`src/rtl/apb_regfile_slave.sv`:
```
// APB register-file slave with byte strobes, wait states,
// read-only status registers and PSLVERR on bad accesses.
module apb_regfile_slave #(
  parameter int ADDR_W      = 32,
  parameter int DATA_W      = 32,
  parameter int NUM_REGS    = 8,
  parameter int WAIT_CYCLES = 1,
  parameter logic [NUM_REGS-1:0] RO_MASK = NUM_REGS'('h80),
  parameter logic [DATA_W-1:0]   RST_VAL = '0
) (
  input  logic                       pclk,
  input  logic                       preset_n,
  input  logic                       psel_i,
  input  logic                       penable_i,
  input  logic [ADDR_W-1:0]          paddr_i,
  input  logic                       pwrite_i,
  input  logic [DATA_W-1:0]          pwdata_i,
  input  logic [DATA_W/8-1:0]        pstrb_i,
  output logic [DATA_W-1:0]          prdata_o,
  output logic                       pready_o,
  output logic                       pslverr_o,
  input  logic [NUM_REGS*DATA_W-1:0] ro_data_i,
  output logic [NUM_REGS*DATA_W-1:0] regs_o
);

  localparam int IDX_W = $clog2(NUM_REGS);
  localparam int NB    = DATA_W / 8;

  typedef enum logic {IDLE, ACCESS} state_t;

  state_t            state_q;
  logic [3:0]        cnt_q;
  logic [IDX_W-1:0]  idx_q;
  logic              wr_q;
  logic              oor_q;
  logic              err_q;
  logic [DATA_W-1:0] regs_q [NUM_REGS];

  logic [IDX_W-1:0]  idx_d;
  logic              oor_d;
  logic              setup;
  logic              done;
  logic              wr_en;
  logic [DATA_W-1:0] rd_word;
  logic              unused_addr;

  assign idx_d       = paddr_i[IDX_W+1:2];
  assign oor_d       = |paddr_i[ADDR_W-1:IDX_W+2];
  assign unused_addr = ^paddr_i[1:0];
  assign setup       = psel_i & ~penable_i;
  assign pready_o    = (state_q == ACCESS) && (cnt_q == 4'd0);
  assign done        = pready_o & psel_i & penable_i;
  assign wr_en       = done & wr_q & ~err_q;
  assign pslverr_o   = pready_o & err_q;

  // Transfer sequencing: latch the request at setup, count wait states
  always_ff @(posedge pclk or negedge preset_n) begin
    if (!preset_n) begin
      state_q <= IDLE;
      cnt_q   <= 4'd0;
      idx_q   <= '0;
      wr_q    <= 1'b0;
      oor_q   <= 1'b0;
      err_q   <= 1'b0;
    end else begin
      unique case (state_q)
        IDLE: begin
          if (setup) begin
            state_q <= ACCESS;
            cnt_q   <= 4'(WAIT_CYCLES);
            idx_q   <= idx_d;
            wr_q    <= pwrite_i;
            oor_q   <= oor_d;
            err_q   <= oor_d | (pwrite_i & RO_MASK[idx_d]);
          end
        end
        ACCESS: begin
          if (!psel_i || done)
            state_q <= IDLE;
          else if (cnt_q != 4'd0)
            cnt_q <= cnt_q - 4'd1;
        end
      endcase
    end
  end

  // Register storage: commit strobed byte lanes on a clean write
  always_ff @(posedge pclk or negedge preset_n) begin
    if (!preset_n) begin
      for (int i = 0; i < NUM_REGS; i++)
        regs_q[i] <= RST_VAL;
    end else if (wr_en) begin
      for (int b = 0; b < NB; b++)
        if (pstrb_i[b])
          regs_q[idx_q][b*8 +: 8] <= pwdata_i[b*8 +: 8];
    end
  end

  // Read data: status slice for RO regs, storage otherwise
  always_comb begin
    rd_word = regs_q[idx_q];
    if (RO_MASK[idx_q])
      rd_word = ro_data_i[int'(idx_q)*DATA_W +: DATA_W];
  end

  assign prdata_o = (pready_o && !oor_q) ? rd_word : '0;

  for (genvar g = 0; g < NUM_REGS; g++) begin : g_regs
    assign regs_o[g*DATA_W +: DATA_W] = regs_q[g];
  end

endmodule

```
`config.mk`:
```
export PLATFORM = sky130hd
export DESIGN_NAME = apb_regfile_slave
export DESIGN_NICKNAME = d
export VERILOG_FILES = /design/src/rtl/apb_regfile_slave.sv
export SDC_FILE = /design/constraint.sdc
export NUM_CORES = 1
export LEC_CHECK = 0
export BUFFER_PORTS_ARGS = -buffer_cell sky130_fd_sc_hd__buf_2
export CAP_MARGIN = 20
export CORE_AREA = 2 2 242 244
export DETAILED_ROUTE_END_ITERATION = 6
export DIE_AREA = 0 0 244 246
export PLACE_DENSITY = 0.54
export SLEW_MARGIN = 20
export SYNTH_ARGS = -nofsm -noshare
export SYNTH_HDL_FRONTEND = slang
export SYNTH_SLANG_ARGS = --single-unit
export TNS_END_PERCENT = 10
```
`constraint.sdc`:
```
create_clock -name pclk -period 2.1 [get_ports pclk]
set_input_delay 0.105 -clock pclk [delete_from_list [all_inputs] [get_ports pclk]]
set_output_delay 0.105 -clock pclk [all_outputs]
set_load 0.005 [all_outputs]
```
==> impl_metrics.csv <==
group,metric,value,unit
drt,vias_per_cell,4.581,
placed_design,place_hpwl,37230,µm
logic_synthesis,syn_inst,935,
clock_tree,htree_levels,1,
clock_tree,numCtsBuffers,31,
logic_synthesis,synth_top_area_share,0.5354,
logic_synthesis,ys_ff_latch,267,
floorplanning,core_area,57370,µm²
placed_design,portBuffers,392,
global_routing,grt_antenna_before_repair,6,
logic_synthesis,synth_area_leader_cell,"dfrtp_1",
sta,slew_headroom,0.6388,
critical_path,worstPathRequired,2.00,ns
logic_synthesis,netlist_top_cells_area,"dfrtp_1 (54%), mux2_2 (24%), mux2i_1 (3.8%), o221ai_1 (1.6%), o211a_1 (1.5%)",
logic_synthesis,synth_compound_area_frac,0.1061,
logic_synthesis,synth.area.mux_share,0.2795,
logic_synthesis,syn_area,12480,µm²
hold_path,min_path_type,"in2reg",
logic_synthesis,synth-xor-area-share,0.0007018,
logic_synthesis,synth-simple-area-share,0.05655,
pwr,p_int,9.594,mW
logic_synthesis,synth.net_count,1265,
drt,wl_met1,23350,µm
critical_path,critical_path.max_fanout,4,
drt,met2_length,25350,µm
placed_design,gp_congestion,0.7910,
flow_run,max_cap_viol_count,0,
pwr,swShare,0.2822,
clock_tree,cts.reportedPaths.clkPinSlew,0.06,ns
critical_path,r2r-end,"regs_o[35]",
critical_path,arrival,2.33,ns
sta,finalCritPeriodShare,1.162,
logic_synthesis,synthDistinctLibCells,43,
sta,fmax,0.4099,GHz
clock_tree,cts_sinks,267,
critical_path,reg2reg_depth,9,
logic_synthesis,yosys_warnings,0,
finish,fin_nets,1829,
pwr,power.total,13.37,mW
pwr,power_frac_comb,0.206,
floorplanning,dieArea,60020,µm²
pwr,ir_drop,644.8,µV
hold_path,hp-start,"pstrb_i[3]",
floorplanning,die_x,244,µm
global_routing,grt_pass1_wl,73500,µm
pwr,leakage,10.17,nW
clock_tree,cts_tree,"yes",
logic_synthesis,yosys.area_share.adder,0.001003,
logic_synthesis,yosys.cell_count.top_type,"mux2_2",
outcome,violations,"setup timing",
pwr,power_density,700.6,nW/µm²
critical_path,worstReg2RegStart,"cnt_q[1]",
critical_path,cpPeakStageDelay,0.55,ns
critical_path,crit_path_cell_trace,"buf_8 > buf_6 > mux2_4 > a22oi_2 > nor2_1 > o221a_2 > buf_2",
outcome,status,"complete, but fails checks",
drt,wl_per_cell,23.47,µm
sta,period_minus_slack,2.440,ns
placed_design,placed_cell_area,16410,µm²
logic_synthesis,ys_async_sr_fraction,1.000,
floorplanning,die_h,246,µm
sta,maxSlewViolCount,0,
drt,drc,0,
logic_synthesis,ys_seq_area_frac,0.5354,
drt,firstDrtPassIters,5,
sta,fin_skew,0.01179,ns
logic_synthesis,synth_common_cells,"mux2_2 (268), dfrtp_1 (267), mux2i_1 (47)",
logic_synthesis,synth_edf_count,0,
critical_path,crit_path_top_delay_cell,"dfrtp_4",
finish,area_growth,52.87,%
finish,drive_gt1_frac,0.6256,
pwr,seqPwrFrac,0.394,
drt,drt_wl_total,53640,µm
pwr,power_switching,3.772,mW
sta,setup_viol,52,
critical_path,rrSetupSlack,-0.03,ns
clock_tree,cts_root_buffer,"clkbuf_16",
critical_path,crit_path_start_kind,"flop",
floorplanning,initial_core_util,0.2175,
global_routing,grt_max_degree,63,
drt,via_count,10468,
logic_synthesis,synth_top_family_by_area,"multiplexers",
drt,drt-initial-drc-count,460,
logic_synthesis,synthFlopType,"dfrtp_1",
clock_tree,cts_buffer_depth,3,
floorplanning,io_pins,619,
critical_path,worstSetupPathType,"reg2out",
finish,design_area,19080,µm²
clock_tree,clock_latency,0.57,ns
global_routing,grt-ovfl-total,0,
critical_path,critPathCaptureType,"output port",
logic_synthesis,syn_area_per_cell,13.35,µm²
sta,rsz0062_at_grt,"yes",
sta,finalHoldViolCount,0,
drt,route.met3.wl,3307,µm
sta,worst_slack,-0.3397,ns
drt,drtAntennaViolNets,0,
sta,tightest_slew,0.5418,ns
drt,top_layer,"met5",
hold_path,hold_end,"regs_o[223]",
global_routing,gr-usage-all-layers,0.1663,
pwr,pwr-share-clk,0.400,
hold_path,whs_path_depth,4,
global_routing,grt_pass1_vias,10599,
floorplanning,rows,88,
registers in the layout (all words and copies together), names as in the netlist:
| signal | flops |
|---|---|
| cnt_q | 4 |
| wr_q | 1 |
| oor_q | 1 |
| idx_q | 3 |
| regs_o | 256 |
| err_q | 1 |
| state_q | 1 |
worst max-delay path: cells and delay by family, from the launching register on:
family	cells	cell delay (ns)
and+or+nand+nor	1	0.06
DFF	1	0.55
muxes	1	0.33
buffers and inverters	3	0.43
AOI/OAI and AO/OA	2	0.40
per-layer routing:
layer,up-vias,GRT usage
met5,-,0
li1,4666,-
met4,4,0.04179
met3,74,0.04129
met1,5370,0.2153
met2,354,0.2774
through the flow:
| step | setup WS (ns) | hold WS, ns | std cells | setup TNS, ns | util |
|---|---|---|---|---|---|
| 2_1_floorplan | 0.1068 | -0.1906 | 935 | 0 | - |
| 3_3_place_gp | -0.06709 | 0.1011 | 2144 | -0.5513 | 0.2860 |
| 3_5_place_dp | -0.06072 | 0.09981 | 2144 | -0.6943 | 0.2860 |
| 4_1_cts | -0.3800 | 0.04015 | 2262 | -10.58 | 0.3203 |
| 5_1_grt | -0.4244 | 0.05779 | 2282 | -15.05 | 0.3324 |
| 6_report | -0.3397 | 0.06991 | 2285 | -8.893 | 0.3326 |
final cells by class:
type	instances	area, µm²
fill	5686	38290
antenna	3	7.507
sequential	267	6693
clock inverter	5	77.57
inverter	6	22.52
timing repair buffer	588	4357
clock buffer	46	902.1
tap	765	957.2
multi-input combinational	605	6061
placed cells by master, fill, tap and decap left out, types with 11 or more instances in the layout:
cell           instances
o221ai_1              13
o211a_1               19
o211ai_1              15
a22oi_2               11
mux2_4                29
dlygate4sd3_1         45
nand3_1               14
mux2_2               239
clkbuf_16             38
nand2_1               29
a21o_1                16
mux2i_1               44
buf_4                 70
dfrtp_1              264
buf_2                391
buf_6                 28
buf_12                37
power by group through the flow:
stage | combinational (mW) | sequential [mW] | clock, mW
after global placement | 1.99 | 5.38 | 0
after floorplan | 0.838 | 5.31 | 0
after CTS | 2.47 | 5.26 | 5.47
final | 2.76 | 5.27 | 5.34
after detailed placement | 2.00 | 5.38 | 0
after global routing | 2.92 | 5.27 | 5.69
kinds of logic after synthesis:
group / Yosys count
fa+ha+maj: 1
simple gates: 119
flops: 267
mux: 315
compound gates: 169
buf+inv: 63
xor+xnor: 1
how the worst max path moves through the flow:
| stage | from | endpoint |
|---|---|---|
| after CTS | idx_q[1] | prdata_o[9] |
| after global placement | idx_q[0] | prdata_o[2] |
| after global routing | idx_q[1] | prdata_o[29] |
| final | idx_q[1] | prdata_o[9] |
| after floorplan | cnt_q[0] | regs_o[16] |
| after detailed placement | cnt_q[0] | regs_o[36] |
timing repair:
item / in CTS / in global routing
hold endpoints to repair: 503 / 0
gates resized for setup: 66 / 112
hold buffers: 45 / 0
setup buffers: 19 / 14
pin swaps: 35 / 39
setup endpoints to repair: 59 / 230
cloned: 3 / 7
(Power assumes the default switching activity.)
